File: src/rtl/mdu_pkg.sv
// Shared encodings for the multiply/divide unit: op codes, FSM states, iteration count.
// MUL_RUN exists only when MDU_ITER_MUL_EN is defined.
package mdu_pkg;

    localparam int MDU_DIV_ITERS = 32;

    localparam logic [2:0] MDU_MULT  = 3'd0;
    localparam logic [2:0] MDU_MULTU = 3'd1;
    localparam logic [2:0] MDU_DIV   = 3'd2;
    localparam logic [2:0] MDU_DIVU  = 3'd3;
    localparam logic [2:0] MDU_MTHI  = 3'd4;
    localparam logic [2:0] MDU_MTLO  = 3'd5;

    typedef enum logic [1:0] {
        IDLE,
        DIV_RUN,
        DIV_FIX
`ifdef MDU_ITER_MUL_EN
        , MUL_RUN
`endif
    } mdu_state_e;

endpackage

File: src/rtl/mul_div_unit_div_core.sv
// Unsigned radix-2 restoring divider: one quotient bit per cycle after start.
// last is high during the final iteration; quotient/remainder are valid the cycle after.
module div_core #(
    parameter int DATA_W    = 32,
    parameter int DIV_ITERS = 32
) (
    input  logic              clk,
    input  logic              rst,
    input  logic              start,
    input  logic              cancel,
    input  logic [DATA_W-1:0] dividend,
    input  logic [DATA_W-1:0] divisor,
    output logic              last,
    output logic [DATA_W-1:0] quotient,
    output logic [DATA_W-1:0] remainder
);
    localparam int CNT_W = $clog2(DIV_ITERS);
    localparam logic [CNT_W-1:0] LAST_CNT = CNT_W'(DIV_ITERS - 1);

    logic              run;
    logic [CNT_W-1:0]  cnt;
    logic [DATA_W-1:0] rem, quo, dvs;
    logic [DATA_W:0]   rem_sh, diff;

    // Dividend bits shift out of quo into rem while quotient bits shift in behind them.
    assign rem_sh = {rem, quo[DATA_W-1]};
    assign diff   = rem_sh - {1'b0, dvs};
    assign last   = run && (cnt == LAST_CNT);

    always_ff @(posedge clk) begin
        if (rst) begin
            run <= 1'b0;
            cnt <= '0;
            rem <= '0;
            quo <= '0;
            dvs <= '0;
        end else if (cancel) begin
            run <= 1'b0;
        end else if (start) begin
            run <= 1'b1;
            cnt <= '0;
            rem <= '0;
            quo <= dividend;
            dvs <= divisor;
        end else if (run) begin
            if (!diff[DATA_W]) begin
                rem <= diff[DATA_W-1:0];
                quo <= {quo[DATA_W-2:0], 1'b1};
            end else begin
                rem <= rem_sh[DATA_W-1:0];
                quo <= {quo[DATA_W-2:0], 1'b0};
            end
            cnt <= cnt + 1'b1;
            if (last) run <= 1'b0;
        end
    end

    assign quotient  = quo;
    assign remainder = rem;

endmodule

File: src/rtl/mul_div_unit.sv
// EX-stage multiply/divide unit owning HI/LO; stalls the pipe via busy during division.
// Define MDU_ITER_MUL_EN to replace the single-cycle multiplier with a 32-step shift-add one.
module mul_div_unit
    import mdu_pkg::*;
#(
    parameter int DIV_ITERS = MDU_DIV_ITERS,
    parameter int DATA_W    = 32
) (
    input  logic              clk,
    input  logic              rst,
    input  logic              op_valid,
    input  logic [2:0]        op,
    input  logic [DATA_W-1:0] src_a,
    input  logic [DATA_W-1:0] src_b,
    input  logic              cancel,
    output logic              op_ready,
    output logic              busy,
    output logic              done,
    output logic [DATA_W-1:0] hi,
    output logic [DATA_W-1:0] lo
);
    mdu_state_e state_q, state_d;

    logic              accept, signed_op, is_div;
    logic [DATA_W-1:0] mag_a, mag_b;
    logic              sign_q, sign_r, div_zero;
    logic [DATA_W-1:0] a_raw;
    logic              core_last;
    logic [DATA_W-1:0] core_quo, core_rem, quo_fix, rem_fix;

    assign busy      = (state_q != IDLE);
    assign op_ready  = ~busy;
    assign accept    = op_valid && op_ready && !cancel;
    assign signed_op = (op == MDU_DIV) || (op == MDU_MULT);
    assign is_div    = (op == MDU_DIV) || (op == MDU_DIVU);
    assign mag_a     = (signed_op && src_a[DATA_W-1]) ? -src_a : src_a;
    assign mag_b     = (signed_op && src_b[DATA_W-1]) ? -src_b : src_b;

    div_core #(.DATA_W(DATA_W), .DIV_ITERS(DIV_ITERS)) u_div (
        .clk       (clk),
        .rst       (rst),
        .start     (accept && is_div),
        .cancel    (cancel),
        .dividend  (mag_a),
        .divisor   (mag_b),
        .last      (core_last),
        .quotient  (core_quo),
        .remainder (core_rem)
    );

    assign quo_fix = sign_q ? -core_quo : core_quo;
    assign rem_fix = sign_r ? -core_rem : core_rem;

`ifdef MDU_ITER_MUL_EN
    localparam int CNT_W = $clog2(DIV_ITERS);
    localparam logic [CNT_W-1:0] LAST_CNT = CNT_W'(DIV_ITERS - 1);

    logic                is_mul, fix_mul;
    logic [DATA_W-1:0]   mcand, prod_hi, prod_lo;
    logic [CNT_W-1:0]    mul_cnt;
    logic [DATA_W:0]     mul_sum;
    logic [2*DATA_W-1:0] prod_fix;

    assign is_mul   = (op == MDU_MULT) || (op == MDU_MULTU);
    // Multiplier bits leave prod_lo from the bottom as product bits enter from prod_hi.
    assign mul_sum  = {1'b0, prod_hi} + {1'b0, (prod_lo[0] ? mcand : {DATA_W{1'b0}})};
    assign prod_fix = sign_q ? -{prod_hi, prod_lo} : {prod_hi, prod_lo};

    always_ff @(posedge clk) begin
        if (rst) begin
            mcand   <= '0;
            prod_hi <= '0;
            prod_lo <= '0;
            mul_cnt <= '0;
            fix_mul <= 1'b0;
        end else if (accept) begin
            fix_mul <= is_mul;
            if (is_mul) begin
                mcand   <= mag_a;
                prod_hi <= '0;
                prod_lo <= mag_b;
                mul_cnt <= '0;
            end
        end else if (state_q == MUL_RUN) begin
            prod_hi <= mul_sum[DATA_W:1];
            prod_lo <= {mul_sum[0], prod_lo[DATA_W-1:1]};
            mul_cnt <= mul_cnt + 1'b1;
        end
    end
`else
    logic [2*DATA_W-1:0] ext_a, ext_b, prod_now;

    assign ext_a    = {{DATA_W{signed_op & src_a[DATA_W-1]}}, src_a};
    assign ext_b    = {{DATA_W{signed_op & src_b[DATA_W-1]}}, src_b};
    assign prod_now = ext_a * ext_b;
`endif

    always_ff @(posedge clk) begin
        if (rst) state_q <= IDLE;
        else     state_q <= state_d;
    end

    always_comb begin
        state_d = state_q;
        case (state_q)
            IDLE: begin
                if (accept && is_div) state_d = DIV_RUN;
`ifdef MDU_ITER_MUL_EN
                if (accept && is_mul) state_d = MUL_RUN;
`endif
            end
            DIV_RUN: begin
                if (cancel)         state_d = IDLE;
                else if (core_last) state_d = DIV_FIX;
            end
`ifdef MDU_ITER_MUL_EN
            MUL_RUN: begin
                if (cancel)                    state_d = IDLE;
                else if (mul_cnt == LAST_CNT)  state_d = DIV_FIX;
            end
`endif
            DIV_FIX: state_d = IDLE;
            default: state_d = IDLE;
        endcase
    end

    always_ff @(posedge clk) begin
        if (rst) begin
            hi       <= '0;
            lo       <= '0;
            done     <= 1'b0;
            sign_q   <= 1'b0;
            sign_r   <= 1'b0;
            div_zero <= 1'b0;
            a_raw    <= '0;
        end else begin
            done <= 1'b0;
            if (accept) begin
                sign_q   <= signed_op & (src_a[DATA_W-1] ^ src_b[DATA_W-1]);
                sign_r   <= signed_op & src_a[DATA_W-1];
                div_zero <= (src_b == '0);
                a_raw    <= src_a;
                case (op)
                    MDU_MTHI: hi <= src_a;
                    MDU_MTLO: lo <= src_a;
`ifndef MDU_ITER_MUL_EN
                    MDU_MULT, MDU_MULTU: begin
                        {hi, lo} <= prod_now;
                        done     <= 1'b1;
                    end
`endif
                    default: ;
                endcase
            end
            if (state_q == DIV_FIX && !cancel) begin
                done <= 1'b1;
`ifdef MDU_ITER_MUL_EN
                if (fix_mul) begin
                    {hi, lo} <= prod_fix;
                end else
`endif
                if (div_zero) begin
                    hi <= a_raw;
                    lo <= '1;
                end else begin
                    hi <= rem_fix;
                    lo <= quo_fix;
                end
            end
        end
    end

endmodule

File: config.mk
export PLATFORM = sky130hd
export DESIGN_NAME = mul_div_unit
export DESIGN_NICKNAME = d
export VERILOG_FILES = /design/src/rtl/mdu_pkg.sv /design/src/rtl/mul_div_unit_div_core.sv /design/src/rtl/mul_div_unit.sv
export SDC_FILE = /design/constraint.sdc
export NUM_CORES = 2
export LEC_CHECK = 0
export BUFFER_PORTS_ARGS = -buffer_cell sky130_fd_sc_hd__buf_2
export CORE_MARGIN = 5
export CORE_UTILIZATION = 45
export CTS_BUF_LIST = sky130_fd_sc_hd__clkbuf_16
export CTS_CLUSTER_SIZE = 8
export DETAILED_ROUTE_END_ITERATION = 10
export PLACE_DENSITY = 0.71
export REMOVE_ABC_BUFFERS = 1
export SLEW_MARGIN = 5
export SYNTH_ARGS = -nofsm -noshare
export SYNTH_HDL_FRONTEND = slang
export SYNTH_HIERARCHICAL = 1
export SYNTH_SLANG_ARGS = --single-unit
File: constraint.sdc
create_clock -name clk -period 27 [get_ports clk]
set_input_delay 2.7 -clock clk [delete_from_list [all_inputs] [get_ports clk]]
set_output_delay 2.7 -clock clk [all_outputs]
set_load 0.01 [all_outputs]
==> run metrics <==
worst endpoint required time=27430 ps; Gate Count Post-Synth=6101; Clock Pin Slew Worst Setup and Hold Paths=50 ps; full die area=122000 um^2; area leader, netlist=fa_1; pin count of the biggest net entering global routing=76; clk_lat worst skew=570 ps; Reg-to-Reg Start=u_div/quotient[31]; GRT Total Usage=26.8%; syn avg cell area=about 8.5 um^2; Slew @ Worst Pin=1200 ps; drt first-iter violations=3595; DIE WIDTH=~350 um; Vias=41.8k; Max Cap Violations=0; met2 usage=43.2%; Hold Crit Class=reg2reg; Slew headroom=around a fifth; P&R area growth vs syn=4.63%; effective utilization at floorplan=between 40% and 50%; critical path peak fanout=23; most frequent cell after synthesis=inv_1; Area contributors post-synth=fa_1, inv_1, nand2_1, dfxtp_1, ha_1; clock sinks=204; Critical Path Max Stage Delay=960 ps; Final #Nets=7389; distinct cell type count after synthesis=91; M1 GR Usage=35.4%; Synth top area share=between 40% and 50%; residual DRC count=0; Peak Freq=87.8 MHz; GRT Residual Overflow=0; fin crit period=11390 ps; Hold Path Stages=2; Vias/cell=5.61; Die Ht=349 um; CTS tree=built; Post-CTS Hold Fix Bufs=0; outcome=complete, no violations; global placement routability congestion=approximately 0.95; share of cells above drive strength 1=between 5 and 6%; initial antenna violation count=19; # setup viols final=0; CTS resizes=0; hold path endpoint=lo[8]; Worst R2R End=u_div/remainder[11]; Top delay family on crit path=adder cells; cell mode on critical path=fa_1; M3 GR Usage=between 7 and 8%; clk_skew=23.4 ps; drt pass-1 iters=6; RSZ-0062 raised after global routing=false; most crowded layer after global routing=met2; R2R depth=15; hold path start=lo[8]; Synth warnings=6; H-tree levels=1; crit end category=flop; clk root buf=clkbuf_16; post-CTS setup buffer count=0; Worst Setup Path Type=in2reg; vias in the first global route=between 40k and 50k; row count=between 100 and 150; worst path bufs/invs=6; flop2flop setup slack=22880 ps; total CTS buffers=29; setup TNS=0 ps; Final period util=~42%; Commonest cells post-synth=inv_1, fa_1, nand2_1, and2_1, clkbuf_1; post-route ant nets=0; Startpoint Class=input port; sequential share of the synthesized area=7.89%; post-synthesis register bit count=204; Async SR Flop Fraction=0%; first-pass GRT wire length=256000 um; Slew Limit Fails=0; post-DR wirelength/cell=21.7 um; IO Pins=138; Critical-path top delay cell=fa_1; Final Routed Wirelength=~160000 um; Max clock buf depth=3; IO buf count=around 140; Worst EP arrival=11820 ps; post-DP HPWL=between 100000 and 150000 um; Core ar.=114000 um^2; Synth Flop Type=dfxtp_1; Post-synth EDFFs=0; final hold vios=0; mapped cell area=51700 um^2
==> kinds of logic after synthesis <==
family / count (synthesis) / share of synthesized area, %
multiplexers: 73 / 1.41
adder cells (fa/ha/maj): 1377 / 49.6
buffers and inverters: 1615 / 11.8
flip-flops: 204 / 7.89
AO/OA/AOI/OAI: 748 / 9.18
XOR/XNOR: 206 / 3.49
AND/OR/NAND/NOR: 1878 / 16.5
==> sequential cells by signal (all words and copies together) (netlist names), 2 cells and up <==
| signal | flops |
|---|---|
| a_raw | 32 |
| hi | 32 |
| lo | 32 |
| u_div/dvs | 32 |
| u_div/quotient | 32 |
| u_div/remainder | 32 |
| u_div/cnt | 5 |
| state_q | 2 |
==> area by class of cell <==
| type | count | area [um^2] |
|---|---|---|
| Sequential cell | 204 | 4090 |
| Antenna cell | 7 | 17.5 |
| Inverter | 1211 | 4550 |
| Multi-Input combinational cell | 4282 | 41600 |
| Clock buffer | 29 | 726 |
| Clock inverter | 3 | 17.5 |
| Tap cell | 1512 | 1890 |
| Fill cell | 11000 | 60200 |
| Timing Repair Buffer | 213 | 1260 |
==> stage by stage <==
stage	instances	area (um^2)	utilization, %	worst slack [ps]	hold slack (ps)
detailed placement	7422	53400	46.7	15020	443
floorplan	5697	50200	-	15560	427
CTS	7454	54100	47.3	15580	449
global route	7454	54100	47.3	15130	468
finish	7461	54100	47.3	15610	449
global placement	7422	53400	46.7	15220	437
==> routing by layer <==
metal	vias up	wire length (um)
met5	-	41
met3	349	18000
met2	1917	74100
li1	18200	-
met4	6	6180
met1	21300	63800
==> worst register-to-register path, delay by kind of cell (launching register included) <==
| family | cells | cell delay (ps) |
|---|---|---|
| fa+ha+maj | 2 | 600 |
| buf+inv | 3 | 670 |
| flops | 1 | 390 |
| compound gates | 8 | 1840 |
| mux | 2 | 470 |
==> worst max-delay path by stage <==
| stage | start | endpoint | slack [ps] | cells past startpoint |
|---|---|---|---|---|
| 5_1_grt | op[2] | hi[29] | 15130 | 25 |
| 3_5_place_dp | op[2] | hi[29] | 15020 | 25 |
| 6_report | op[2] | hi[29] | 15610 | 25 |
| 3_3_place_gp | op[2] | hi[29] | 15220 | 25 |
| 4_1_cts | op[2] | hi[29] | 15580 | 25 |
| 2_1_floorplan | cancel | u_div/remainder[12] | 15560 | 7 |
==> layout by cell type, fill, tap and decap left out, types with 53 or more instances in the layout <==
master	count
xor2_1	100
xnor2_1	106
and2_1	290
dfxtp_1	203
ha_1	251
a21oi_1	263
a211oi_1	53
buf_4	76
inv_1	1212
nor2_1	194
nor3_1	59
o21ai_0	121
buf_2	136
mux2i_1	72
fa_1	1126
nand2_1	1100
Power is not shown: default switching activity piles up to over one toggle a cycle in this logic, so the estimate is an artifact.
